===== src/rtl/ps2_rx_fifo_if.sv =====
// Consumer-side handshake between the PS/2 receive FIFO and the key-matrix decoder.
interface ps2_rx_fifo_if #(
    parameter int unsigned FIFO_AW = 3
);
    logic [7:0]       rx_data;
    logic             rx_valid;
    logic             rx_ready;
    logic [FIFO_AW:0] fifo_level;

    modport master (output rx_data, output rx_valid, output fifo_level, input rx_ready);
    modport slave  (input rx_data, input rx_valid, input fifo_level, output rx_ready);
endinterface


===== src/rtl/ps2_rx_fifo.sv =====
// PS/2 line synchroniser + glitch filter, 11-bit frame checker and byte FIFO with valid/ready pop.
module ps2_rx_fifo #(
    parameter int unsigned FILTER_LEN = 8,
    parameter int unsigned TIMEOUT    = 50000,
    parameter int unsigned FIFO_AW    = 3
) (
    input  logic          clk,
    input  logic          reset,
    input  logic          ps2_clk,
    input  logic          ps2_data,
    ps2_rx_fifo_if.master bus,
    output logic          frame_err,
    output logic          overflow
);
    localparam int unsigned FCW   = (FILTER_LEN > 1) ? $clog2(FILTER_LEN) : 1;
    localparam int unsigned TW    = (TIMEOUT > 1) ? $clog2(TIMEOUT) : 1;
    localparam int unsigned DEPTH = 2 ** FIFO_AW;
    localparam int unsigned LW    = FIFO_AW + 1;

    typedef enum logic [1:0] {S_IDLE, S_DATA, S_PARITY, S_STOP} state_t;

    logic [1:0]         r_clk_sync, r_dat_sync;
    logic [FCW-1:0]     r_clk_cnt, r_dat_cnt;
    logic               r_clk_f, r_dat_f, r_clk_f_d;
    state_t             r_state;
    logic [2:0]         r_bitcnt;
    logic [7:0]         r_shift;
    logic               r_parity;
    logic [TW-1:0]      r_timer;
    logic               r_push;
    logic [7:0]         r_mem [DEPTH];
    logic [FIFO_AW-1:0] r_wptr, r_rptr;
    logic [LW-1:0]      r_level;
    logic               r_valid;
    logic [7:0]         r_head;

    logic               w_strobe, w_pop, w_full, w_wr;
    logic [FIFO_AW-1:0] w_rnext;
    logic [LW-1:0]      w_level_nxt;

    // Synchronise both lines, then only follow the synced level after FILTER_LEN equal samples.
    always_ff @(posedge clk or negedge reset) begin
        if (!reset) begin
            r_clk_sync <= 2'b11;
            r_dat_sync <= 2'b11;
            r_clk_cnt  <= '0;
            r_dat_cnt  <= '0;
            r_clk_f    <= 1'b1;
            r_dat_f    <= 1'b1;
            r_clk_f_d  <= 1'b1;
        end else begin
            r_clk_sync <= {r_clk_sync[0], ps2_clk};
            r_dat_sync <= {r_dat_sync[0], ps2_data};
            r_clk_f_d  <= r_clk_f;
            if (r_clk_sync[1] == r_clk_f) begin
                r_clk_cnt <= '0;
            end else if (r_clk_cnt == FCW'(FILTER_LEN - 1)) begin
                r_clk_f   <= r_clk_sync[1];
                r_clk_cnt <= '0;
            end else begin
                r_clk_cnt <= r_clk_cnt + 1'b1;
            end
            if (r_dat_sync[1] == r_dat_f) begin
                r_dat_cnt <= '0;
            end else if (r_dat_cnt == FCW'(FILTER_LEN - 1)) begin
                r_dat_f   <= r_dat_sync[1];
                r_dat_cnt <= '0;
            end else begin
                r_dat_cnt <= r_dat_cnt + 1'b1;
            end
        end
    end

    assign w_strobe = r_clk_f_d & ~r_clk_f;

    // Frame FSM; the assembled byte stays in r_shift for the push cycle that follows STOP.
    always_ff @(posedge clk or negedge reset) begin
        if (!reset) begin
            r_state   <= S_IDLE;
            r_bitcnt  <= '0;
            r_shift   <= '0;
            r_parity  <= 1'b0;
            r_timer   <= '0;
            r_push    <= 1'b0;
            frame_err <= 1'b0;
        end else begin
            r_push    <= 1'b0;
            frame_err <= 1'b0;
            if (r_state == S_IDLE) begin
                r_timer <= '0;
                if (w_strobe) begin
                    if (!r_dat_f) begin
                        r_state  <= S_DATA;
                        r_bitcnt <= '0;
                    end else begin
                        frame_err <= 1'b1;
                    end
                end
            end else if (w_strobe) begin
                r_timer <= '0;
                case (r_state)
                    S_DATA: begin
                        r_shift  <= {r_dat_f, r_shift[7:1]};
                        r_bitcnt <= r_bitcnt + 1'b1;
                        if (r_bitcnt == 3'd7) r_state <= S_PARITY;
                    end
                    S_PARITY: begin
                        r_parity <= r_dat_f;
                        r_state  <= S_STOP;
                    end
                    default: begin
                        if (r_dat_f && (((^r_shift) ^ r_parity) == 1'b1)) r_push <= 1'b1;
                        else frame_err <= 1'b1;
                        r_state <= S_IDLE;
                    end
                endcase
            end else if (r_timer == TW'(TIMEOUT - 1)) begin
                r_state   <= S_IDLE;
                r_timer   <= '0;
                frame_err <= 1'b1;
            end else begin
                r_timer <= r_timer + 1'b1;
            end
        end
    end

    assign w_pop   = r_valid & bus.rx_ready;
    assign w_full  = (r_level == LW'(DEPTH));
    assign w_wr    = r_push & (~w_full | w_pop);
    assign w_rnext = r_rptr + FIFO_AW'(1);

    always_comb begin
        w_level_nxt = r_level;
        if (w_wr && !w_pop)      w_level_nxt = r_level + LW'(1);
        else if (!w_wr && w_pop) w_level_nxt = r_level - LW'(1);
    end

    always_ff @(posedge clk) begin
        if (w_wr) r_mem[r_wptr] <= r_shift;
    end

    // Head register: next stored byte on pop, or the incoming byte when it lands in an empty FIFO.
    always_ff @(posedge clk or negedge reset) begin
        if (!reset) begin
            r_wptr   <= '0;
            r_rptr   <= '0;
            r_level  <= '0;
            r_valid  <= 1'b0;
            r_head   <= 8'h00;
            overflow <= 1'b0;
        end else begin
            overflow <= r_push & w_full & ~w_pop;
            r_level  <= w_level_nxt;
            r_valid  <= (w_level_nxt != '0);
            if (w_wr)  r_wptr <= r_wptr + FIFO_AW'(1);
            if (w_pop) r_rptr <= w_rnext;
            if (w_pop) begin
                if (r_level > LW'(1)) r_head <= r_mem[w_rnext];
                else if (w_wr)        r_head <= r_shift;
            end else if (w_wr && (r_level == '0)) begin
                r_head <= r_shift;
            end
        end
    end

    assign bus.rx_data    = r_head;
    assign bus.rx_valid   = r_valid;
    assign bus.fifo_level = r_level;
endmodule


===== src/flat_wrapper.sv =====
// flat-port wrapper written by rule: the top's interface ports become plain ports
module ps2_rx_fifo_flat 
#(
    parameter int unsigned FILTER_LEN = 8,
    parameter int unsigned TIMEOUT    = 50000,
    parameter int unsigned FIFO_AW    = 3
)
  (clk, reset, ps2_clk, ps2_data, frame_err, overflow, bus_rx_data, bus_rx_valid, bus_fifo_level, bus_rx_ready);
  ps2_rx_fifo_if #(.FIFO_AW(FIFO_AW)) bus_i ();
  input  logic clk;
  input  logic reset;
  input  logic ps2_clk;
  input  logic ps2_data;
  output logic frame_err;
  output logic overflow;
  output wire logic [$bits(bus_i.rx_data)-1:0] bus_rx_data;
  output wire logic [$bits(bus_i.rx_valid)-1:0] bus_rx_valid;
  output wire logic [$bits(bus_i.fifo_level)-1:0] bus_fifo_level;
  input wire logic [$bits(bus_i.rx_ready)-1:0] bus_rx_ready;
  assign bus_rx_data = bus_i.rx_data;
  assign bus_rx_valid = bus_i.rx_valid;
  assign bus_fifo_level = bus_i.fifo_level;
  assign bus_i.rx_ready = bus_rx_ready;
  ps2_rx_fifo #(.FILTER_LEN(FILTER_LEN), .TIMEOUT(TIMEOUT), .FIFO_AW(FIFO_AW)) u_core (.clk(clk), .reset(reset), .ps2_clk(ps2_clk), .ps2_data(ps2_data), .bus(bus_i), .frame_err(frame_err), .overflow(overflow));
endmodule

===== config.mk =====
export PLATFORM = sky130hd
export DESIGN_NAME = ps2_rx_fifo_flat
export DESIGN_NICKNAME = d
export VERILOG_FILES = /design/src/rtl/ps2_rx_fifo_if.sv /design/src/rtl/ps2_rx_fifo.sv /design/src/flat_wrapper.sv
export SDC_FILE = /design/constraint.sdc
export NUM_CORES = 1
export LEC_CHECK = 0
export CORE_MARGIN = 3
export CORE_UTILIZATION = 40
export DETAILED_ROUTE_END_ITERATION = 10
export PLACE_DENSITY = 0.63
export SYNTH_ARGS = -nofsm -noshare
export SYNTH_HDL_FRONTEND = slang
export SYNTH_SLANG_ARGS = --single-unit

===== constraint.sdc =====
create_clock -name clk -period 2.4 [get_ports clk]
set_input_delay 0.48 -clock clk [delete_from_list [all_inputs] [get_ports clk]]
set_output_delay 0.48 -clock clk [all_outputs]
set_load 0.005 [all_outputs]

# After elaboration in Yosys (flattened, before gate mapping)
# Memory sizes are Yosys's and may differ from the RTL's.
# Cells that the tools add are included.
# op_classes
n_addsub	8
multipliers	0
n_div	0
magnitude_cmp	1
n_eq_ne	13
shifts	0
n_mux	38
bitwise_logic	13
n_reduce_logical	21
# op_table
operator	n
16-bit 2-to-1 mux	3
8-bit 2-to-1 mux	4
3-bit 2-to-1 mux	9
16-bit by 1-bit adder with 16-bit output, second input constant	1
16-bit == test, second input constant	1
3-bit by 1-bit adder with 3-bit output, second input constant	5
1-bit 2-to-1 mux	13
2-bit 2-to-1 mux	6
3-bit == test, second input constant	3
3-bit AND reduction	3
4-bit 2-to-1 mux	2
8-bit XOR reduction	1
1-bit inverter	6
2-bit AND reduction	3
2-bit nonzero test	3
1-bit bitwise AND	5
4-bit by 1-bit adder with 4-bit output, second input constant	1
4-bit == test, second input constant	1
4-bit by 1-bit greater-than comparator with 1-bit output, second input constant	1
1-bit logical AND	4
4-bit zero test	1
4-bit inequality test, second input constant	1
2-bit one-hot mux with 2 select lines	1
4-bit AND reduction	1
other kinds (13)	15
# word_totals
register_bits	65
latch_bits	0
ram_bits	64
rom_bits	0
inputBits	5
out_inout_bits	15
elab_cells	115
n_memories	1
# memory_table
memory	words	width	read_ports	rd_ports_with_merged_regs	wr	line	text
u_core.r_mem	8	8	1	0	1	ps2_rx_fifo.sv:31	logic [7:0] r_mem [DEPTH];

# Longest topological paths before layout
# logic_depth
word_depth	9
mapped_depth	8
ltp_nobuf	6

# Worst setup path after synthesis
# OpenSTA, ideal clock, no wires.
# synth_path
path_kind	reg-to-reg
from	register u_core.r_level[0], in the netlist u_core.bus.fifo_level[0]
to	memory u_core.r_mem[1][0], enable pin
t_arrival_ns	2.037
required_time_ns	2.017
path_slack_ns	-0.020
path_stages_with_launch	7
cell_sequence	dfrtp_1 inv_1 ha_1 and3b_1 a21oi_1 nand2_1 nor3_1
# synth_via
elab_chain_cells	6
# synth_rtl
element	line	text
start, declared	ps2_rx_fifo.sv:33	logic [LW-1:0] r_level;
start signal, assigned	ps2_rx_fifo.sv:153	r_level <= w_level_nxt;
4-bit == test	ps2_rx_fifo.sv:128	assign w_full = (r_level == LW'(DEPTH));
1-bit inverter	ps2_rx_fifo.sv:129	assign w_wr = r_push & (~w_full | w_pop);
1-bit bitwise OR	ps2_rx_fifo.sv:129	
1-bit bitwise AND	ps2_rx_fifo.sv:129	
1-bit 2-to-1 mux	ps2_rx_fifo.sv:139	if (w_wr) r_mem[r_wptr] <= r_shift;
1-bit 2-to-1 mux (not written as such)	ps2_rx_fifo.sv:139	
end, declared	ps2_rx_fifo.sv:31	
# No other way between the ends.

# Final worst setup path
# layout_path
from	register u_core.r_level[0], in the netlist u_core.bus.fifo_level[0]
to	memory u_core.r_mem[5][3], enable pin
# The elaborated chain is that of the path after synthesis.

==> results.json <==
{
  "power.density_cell_area_nw_per_um2": 1102,
  "worst_setup_hold_path_clk_slew_ps": 60,
  "h-tree-depth": 4,
  "final_hold_viol_count": 0,
  "synth_to_layout_area_growth_pct": 18.55,
  "postSynthNetCount": 406,
  "grt_pass1_vias": 3308,
  "core_area_sq_um": 13610,
  "postSynth.topFlopCell": "edfxtp_1",
  "synthesis.instances": 385,
  "wl_per_cell_microns": 16.37,
  "outcome": "finished clean",
  "timing.critical_path.from_type": "flop",
  "final_max_slew_viol_count": 0,
  "avgViaCountPerCell": 5.237,
  "critical_path_arrival_ps": 2240,
  "cts_root_buffer": "clkbuf_16",
  "clk_buf_depth": 2,
  "setup_total_negative_slack_ps": 0,
  "worstPathMaxFanout": 8,
  "worst_skew_pair.late_latency_ps": 410,
  "unrepaired_setup_endpoints_after_global_routing": "no",
  "grt_max_degree": 54,
  "synth_edf_count": 64,
  "grt_first_pass_wirelength_microns": 16890,
  "timing.max_slew.rel_slack_pct": 60.23,
  "grt_util_all_layers_pct": 13.76,
  "global_route_total_overflow": 0,
  "number_of_primary_i_o_pins": 20,
  "syn_avg_cell_area_sq_um": 14.81,
  "seq_area_frac_synth_pct": 62.40,
  "placement.io_buffers": 19,
  "cts_tree": "yes",
  "endpoint_kind": "flop",
  "crit_type": "flop to flop",
  "diodes": 0,
  "reg_to_reg_start": "u_core.bus.fifo_level[0]$_DFF_PN0_",
  "routed-via-count": 3226,
  "synthesis.area_sq_um": 5700,
  "start_util_pct": 41.88,
  "postSynthRegisterBits": 129,
  "final-setup-viol-count": 0,
  "fmax_ghz": 0.4701,
  "hpwlAfterDp_microns": 6942,
  "hold_start": "u_core.r_dat_sync[0]$_DFF_PN1_",
  "drv_cap": 0,
  "period_needed_ps": 2127,
  "startpoint": "u_core.bus.fifo_level[0]$_DFF_PN0_",
  "num-nets-final": 448,
  "antenna_found_initial": 0,
  "detail_route.wirelength_microns": 10090,
  "drive_gt1_share_pct": 19.32,
  "tightestPinTransition_ps": 596.5,
  "ys_async_sr_fraction_pct": 50.39,
  "route.detailed.drc": 0,
  "post_layout_nonfiller_instances": 616,
  "worst_clock_skew_ps": 5.863,
  "synth.distinct_cells": 53,
  "leakage_power_nw": 2.715,
  "floorplan.die.width_microns": 125.4,
  "placementRows": 42,
  "data_required_time_at_the_worst_endpoint_ps": 2510,
  "cts_buffers": 17,
  "layout_worst_path_cycle_share_pct": 88.63,
  "synthesis.yosys.warnings": 0,
  "detail_route.first_pass.iterations": 4,
  "min_path_type": "flop to flop",
  "finalWeightedCongestion": 0.7814,
  "drt_iter0_drc": 269,
  "placed_cells": 583,
  "dieHeight_microns": 125.4,
  "remaining_antenna_violation_count": 0,
  "ir_drop_mv": 0.4239,
  "clock-sinks": 129,
  "dieArea_sq_um": 15720
}
## cells in the mapped netlist, types with 2 or more instances
| master | number | share of area, % |
|---|---|---|
| edfxtp_1 | 64 | 34 |
| dfrtp_1 | 58 | 25 |
| nand2_1 | 28 | 1.8 |
| nor2_1 | 24 | 1.6 |
| mux2_2 | 20 | 4.0 |
| ha_1 | 16 | 3.5 |
| xor2_1 | 14 | 2.2 |
| mux4_1 | 13 | 6.0 |
| mux2i_1 | 10 | 1.8 |
| o21ai_0 | 10 | 0.88 |
| xnor2_1 | 10 | 1.5 |
| dfstp_2 | 7 | 3.2 |
| inv_1 | 7 | 0.46 |
| nand3_1 | 7 | 0.61 |
| a21oi_1 | 6 | 0.53 |
| nand2b_1 | 6 | 0.66 |
| nand4_1 | 6 | 0.66 |
| o21ai_1 | 6 | 0.53 |
| buf_2 | 5 | 0.44 |
| nor2b_1 | 5 | 0.55 |
| or3_1 | 5 | 0.55 |
| a31oi_1 | 4 | 0.44 |
| buf_6 | 4 | 0.79 |
| nor3_1 | 4 | 0.35 |
| and4_1 | 3 | 0.46 |
| clkbuf_1 | 3 | 0.20 |
| mux4_2 | 3 | 1.2 |
| nor3b_1 | 3 | 0.40 |
| o211ai_1 | 3 | 0.40 |
| a22o_1 | 2 | 0.31 |
| and2_1 | 2 | 0.22 |
| and3_1 | 2 | 0.22 |
| and3b_1 | 2 | 0.31 |
| nand3b_1 | 2 | 0.26 |
| nor4bb_1 | 2 | 0.35 |
| xnor3_1 | 2 | 0.79 |
## worst max-delay path, cell delays in order, from the launching register on
cell and delay, ps:
dfrtp_1 440, inv_1 110, ha_1 270, and3b_1 240, a21oi_1 260, nand2_1 170
nor2_1 140, buf_4 190
## cells in the final DEF (no fill, tap or decap), types with 4 or more instances in the layout
master / count
a21oi_1: 6
a31oi_1: 4
buf_4: 16
clkbuf_16: 17
clkdlybuf4s50_1: 18
dfrtp_1: 58
dfstp_2: 7
edfxtp_1: 64
ha_1: 16
inv_1: 7
mux2_2: 20
mux2i_1: 10
mux4_1: 13
nand2_1: 28
nand2b_1: 6
nand3_1: 7
nand4_1: 6
nor2_1: 24
nor2b_1: 5
o21ai_0: 10
o21ai_1: 6
or3_1: 5
xnor2_1: 10
xor2_1: 14
## power by group
part / switching [mW] / internal [mW] / leakage (nW)
clock: 0.922 / 1.52 / 0.271
combinational: 1.04 / 1.12 / 1.00
sequential: 0.254 / 2.59 / 1.44
total: 2.22 / 5.23 / 2.72
## layout make-up
| cell class | count | area, sq um |
|---|---|---|
| fill | 1146 | 6853 |
| sequential | 129 | 3557 |
| multi-input combinational | 234 | 2029 |
| clock buffer | 18 | 429.2 |
| timing repair buffer | 38 | 355.3 |
| tap | 176 | 220.2 |
| clock inverter | 14 | 140.1 |
| inverter | 7 | 26.28 |
## flip-flops by register name (all words and copies together) (netlist names), 2 cells and up
signal / flops
u_core.r_mem: 64
u_core.r_timer: 16
u_core.bus.rx_data: 8
u_core.r_shift: 8
u_core.bus.fifo_level: 4
u_core.r_bitcnt: 3
u_core.r_clk_cnt: 3
u_core.r_dat_cnt: 3
u_core.r_rptr: 3
u_core.r_wptr: 3
u_core.r_clk_sync: 2
u_core.r_dat_sync: 2
u_core.r_state: 2
## routing by layer
layer  global-route usage, %  vias to the layer above  wire length [microns]
met2                   21.54                       53                   5171
met4                   6.824                        0                     61
met5                       0                        -                      0
met1                   17.43                     1644                   4432
met3                   4.222                        4                    421
li1                        -                     1525                      -
## logic make-up (layout without fill, tap and decap cells)
family	after synthesis	after routing	share of synthesized area [%]
DFF	129	129	62.40
and+or+nand+nor	107	107	9.943
muxes	46	46	12.88
AOI/OAI and AO/OA	39	39	4.610
xor gates and xnor gates	26	26	4.478
buffers and inverters	22	77	2.173
adders and majority gates	16	16	3.512
## through the flow
stage | util, % | hold WS, ps | setup WS [ps] | instance area, sq um | total power [mW]
after floorplan | - | 184.4 | 190.3 | 5710 | 4.431
after global placement | 45.39 | 345.8 | 223.3 | 6178 | 4.977
after detailed placement | 45.39 | 349.2 | 176.0 | 6178 | 5.062
after CTS | 49.65 | 357.3 | 248.0 | 6758 | 7.555
after global routing | 49.65 | 359.0 | 73.60 | 6758 | 7.885
final | 49.65 | 355.8 | 272.8 | 6758 | 7.447
## repair_timing
item | in CTS | in global routing
setup buffers | 0 | 0
hold buffers | 1 | 0
hold endpoints to repair | 12 | 0
resized for setup | 0 | 0
## final timing paths
kind,end,slack [ps],depth (start not counted)
worst min-delay path,u_core.r_dat_sync[1]$_DFF_PN1_,360,0
worst max register to register,u_core.r_mem[5][3]$_DFFE_PP_,270,7
min in group asynchronous,u_core.r_rptr[2]$_DFFE_PN0N_,500,2
max in group asynchronous,u_core.r_dat_f$_DFFE_PN1P_,1260,3
worst max-delay path,u_core.r_mem[5][3]$_DFFE_PP_,270,7
worst min register to register,u_core.r_dat_sync[1]$_DFF_PN1_,360,0
Note: power is estimated with default switching activity, not from simulation.
==> edit, RTL diff (config.mk and constraints unchanged) <==
Register the output `overflow` once more; this adds one clock of latency there. The other outputs are not delayed to match.
--- a/src/rtl/ps2_rx_fifo.sv
+++ b/src/rtl/ps2_rx_fifo.sv
@@ -18,6 +18,8 @@
     localparam int unsigned LW    = FIFO_AW + 1;
 
     typedef enum logic [1:0] {S_IDLE, S_DATA, S_PARITY, S_STOP} state_t;
+
+    logic overflow_s0;
 
     logic [1:0]         r_clk_sync, r_dat_sync;
     logic [FCW-1:0]     r_clk_cnt, r_dat_cnt;
@@ -147,9 +149,9 @@
             r_level  <= '0;
             r_valid  <= 1'b0;
             r_head   <= 8'h00;
-            overflow <= 1'b0;
+            overflow_s0 <= 1'b0;
         end else begin
-            overflow <= r_push & w_full & ~w_pop;
+            overflow_s0 <= r_push & w_full & ~w_pop;
             r_level  <= w_level_nxt;
             r_valid  <= (w_level_nxt != '0);
             if (w_wr)  r_wptr <= r_wptr + FIFO_AW'(1);
@@ -166,5 +168,9 @@
     assign bus.rx_data    = r_head;
     assign bus.rx_valid   = r_valid;
     assign bus.fifo_level = r_level;
+    always_ff @(posedge clk) begin
+        overflow <= overflow_s0;
+    end
+
 endmodule
 
Check against the original RTL: same outputs for any inputs over 10 cycles, from zero or initial values and one cycle with reset low; that may be too few to reach the edited logic, so the function may still have changed.
==> edit against the unedited design <==
Synthesized area up 0.35%; setup slack worse by 3.9 ps; sequential share of layout area down 0.22 points; sequential cell count up 1; cell area up 0.98%; synthesized cell count up 0.26%; sequential power about the same; routed wire length down 1.5%; total power up 2.8%; core utilization down 0.68 points; cell count up 0.65%.
==> edit: results (changes against the unedited design) <==
set qor(critical_path.max_fanout) 8 ;# unchanged
set qor(netlist_top_cells_area) {sky130_fd_sc_hd__edfxtp_1, sky130_fd_sc_hd__dfrtp_1, sky130_fd_sc_hd__mux4_1}
set qor(routed_wire_length_per_instance_microns) 16.0 ;# -2.1%
set qor(final_layout_size_suffix_gt1_share_pct) 20.0 ;# +0.68 points
set qor(path_clk_slew_ps) 60 ;# about the same
set qor(hold_class) {input pin to asynchronous set/reset pin}
set qor(r2r_cells) 7 ;# unchanged
set qor(grt_pass1_vias) 3297 ;# -0.33%
set qor(timing.slew.headroom_pct) 58.4 ;# -1.9 points
set qor(reg2reg_from) {u_core.bus.fifo_level[1]$_DFF_PN0_}
set qor(synthArstFlopShare_pct) 50.0 ;# -0.39 points
set qor(worstPathRequired_ps) 2520 ;# about the same
set qor(seq_area_frac_synth_pct) 62.5 ;# +0.13 points
set qor(grt_pass1_wl_microns) 17000 ;# +0.90%
set qor(filler_cells_inserted) 1148 ;# +0.17%
set qor(synth_fp_nets) 407 ;# +0.25%
set qor(rr_endpoint) {u_core.r_mem[7][2]$_DFFE_PP_}
set qor(first_iter_violations) 237 ;# -12%
set qor(hold-worst-slack_ps) 66.7 ;# -289 ps
set qor(cts-resized-gates) 0 ;# unchanged
set qor(cpPeakStageDelay_ps) 470 ;# +30 ps
set qor(grt_max_degree) 32 ;# -41%
set qor(dp_hpwl_microns) 6710 ;# -3.3%
set qor(gpl.final_weighted_congestion) 0.759 ;# -2.9%
set qor(sw_frac_of_total_pct) 29.6 ;# -0.15 points
set qor(outcome) {finished clean}
set qor(power.leakage_nw) 2.75 ;# +1.1%
set qor(pre_cts_ws_ps) 188 ;# +12.0 ps
set qor(peakVddDrop_mv) 0.514 ;# +21%
set qor(max_stage_delay_cell_worst_path) {sky130_fd_sc_hd__dfrtp_1}
set qor(gr-usage-all-layers_pct) 13.7 ;# -0.046 points
set qor(fin_worst_skew_ps) 8.15 ;# +2.29 ps
set qor(finalNetCount) 448 ;# unchanged
set qor(vias_per_cell) 5.12 ;# -2.3%
set qor(netlist-cell-type-count) 54 ;# +1.9%
==> edit: changes by cell type after synthesis <==
cell                      unedited run  this run
sky130_fd_sc_hd__dfxtp_1             0         1
==> edit: worst max path at each step <==
| stage | to | slack, ps |
|---|---|---|
| after global routing | u_core.r_mem[7][5]$_DFFE_PP_ | 40 |
| after floorplan | u_core.r_mem[3][0]$_DFFE_PP_ | 190 |
| after CTS | u_core.r_mem[1][4]$_DFFE_PP_ | 240 |
| after global placement | u_core.r_mem[7][0]$_DFFE_PP_ | 230 |
| final | u_core.r_mem[7][2]$_DFFE_PP_ | 270 |
| after detailed placement | u_core.bus.rx_valid$_DFF_PN0_ | 190 |
==> edit: stage by stage <==
step | cell area [sq um] | std cells | power [mW] | utilization, %
after global placement | 6200 | 588 | 4.99 | 44.5
final | 6820 | 620 | 7.66 | 49.0
after CTS | 6820 | 620 | 7.76 | 49.0
after floorplan | 5730 | 386 | 4.45 | -
after global routing | 6820 | 620 | 8.15 | 49.0
after detailed placement | 6200 | 588 | 5.05 | 44.5
==> edit: per-layer routing <==
metal | GRT usage [%] | vias up | wire length, microns
li1 | - | 1525 | -
met1 | 18.2 | 1592 | 4690
met2 | 21.5 | 46 | 4790
met3 | 4.23 | 9 | 343
met4 | 4.78 | 0 | 115
met5 | 0 | - | 0
==> edit: cell type report <==
| cell class | count | area, sq um | share of cell area [%] |
|---|---|---|---|
| sequential | 130 | 3580 | 52.4 |
| inverter | 7 | 26.3 | 0.385 |
| clock inverter | 15 | 195 | 2.86 |
| timing repair buffer | 37 | 345 | 5.06 |
| multi-input combinational | 234 | 2030 | 29.7 |
| tap | 180 | 225 | 3.30 |
| clock buffer | 17 | 425 | 6.23 |
==> edit: power groups by stage <==
stage          Clock [mW]  Sequential, mW  Combinational, mW
2_1_floorplan           0            2.81               1.64
3_3_place_gp            0            2.88               2.11
3_5_place_dp            0            2.90               2.16
4_1_cts              2.74            2.86               2.16
5_1_grt              2.87            2.90               2.38
6_report             2.68            2.85               2.13
==> edit: worst max-delay path: cells and delay by family (launching register included) <==
family                     cells  cell delay (ps)
DFF                            1              470
AOI/OAI and AO/OA              1              260
adders and majority gates      1              250
and+or+nand+nor                3              550
buffers and inverters          2              280
==> edit: kinds of logic after synthesis <==
group | after synthesis | synth area share (%)
flops | 130 | 62.5
xor+xnor | 26 | 4.46
buf+inv | 22 | 2.17
mux | 46 | 12.8
simple gates | 107 | 9.91
compound gates | 39 | 4.59
fa+ha+maj | 16 | 3.50
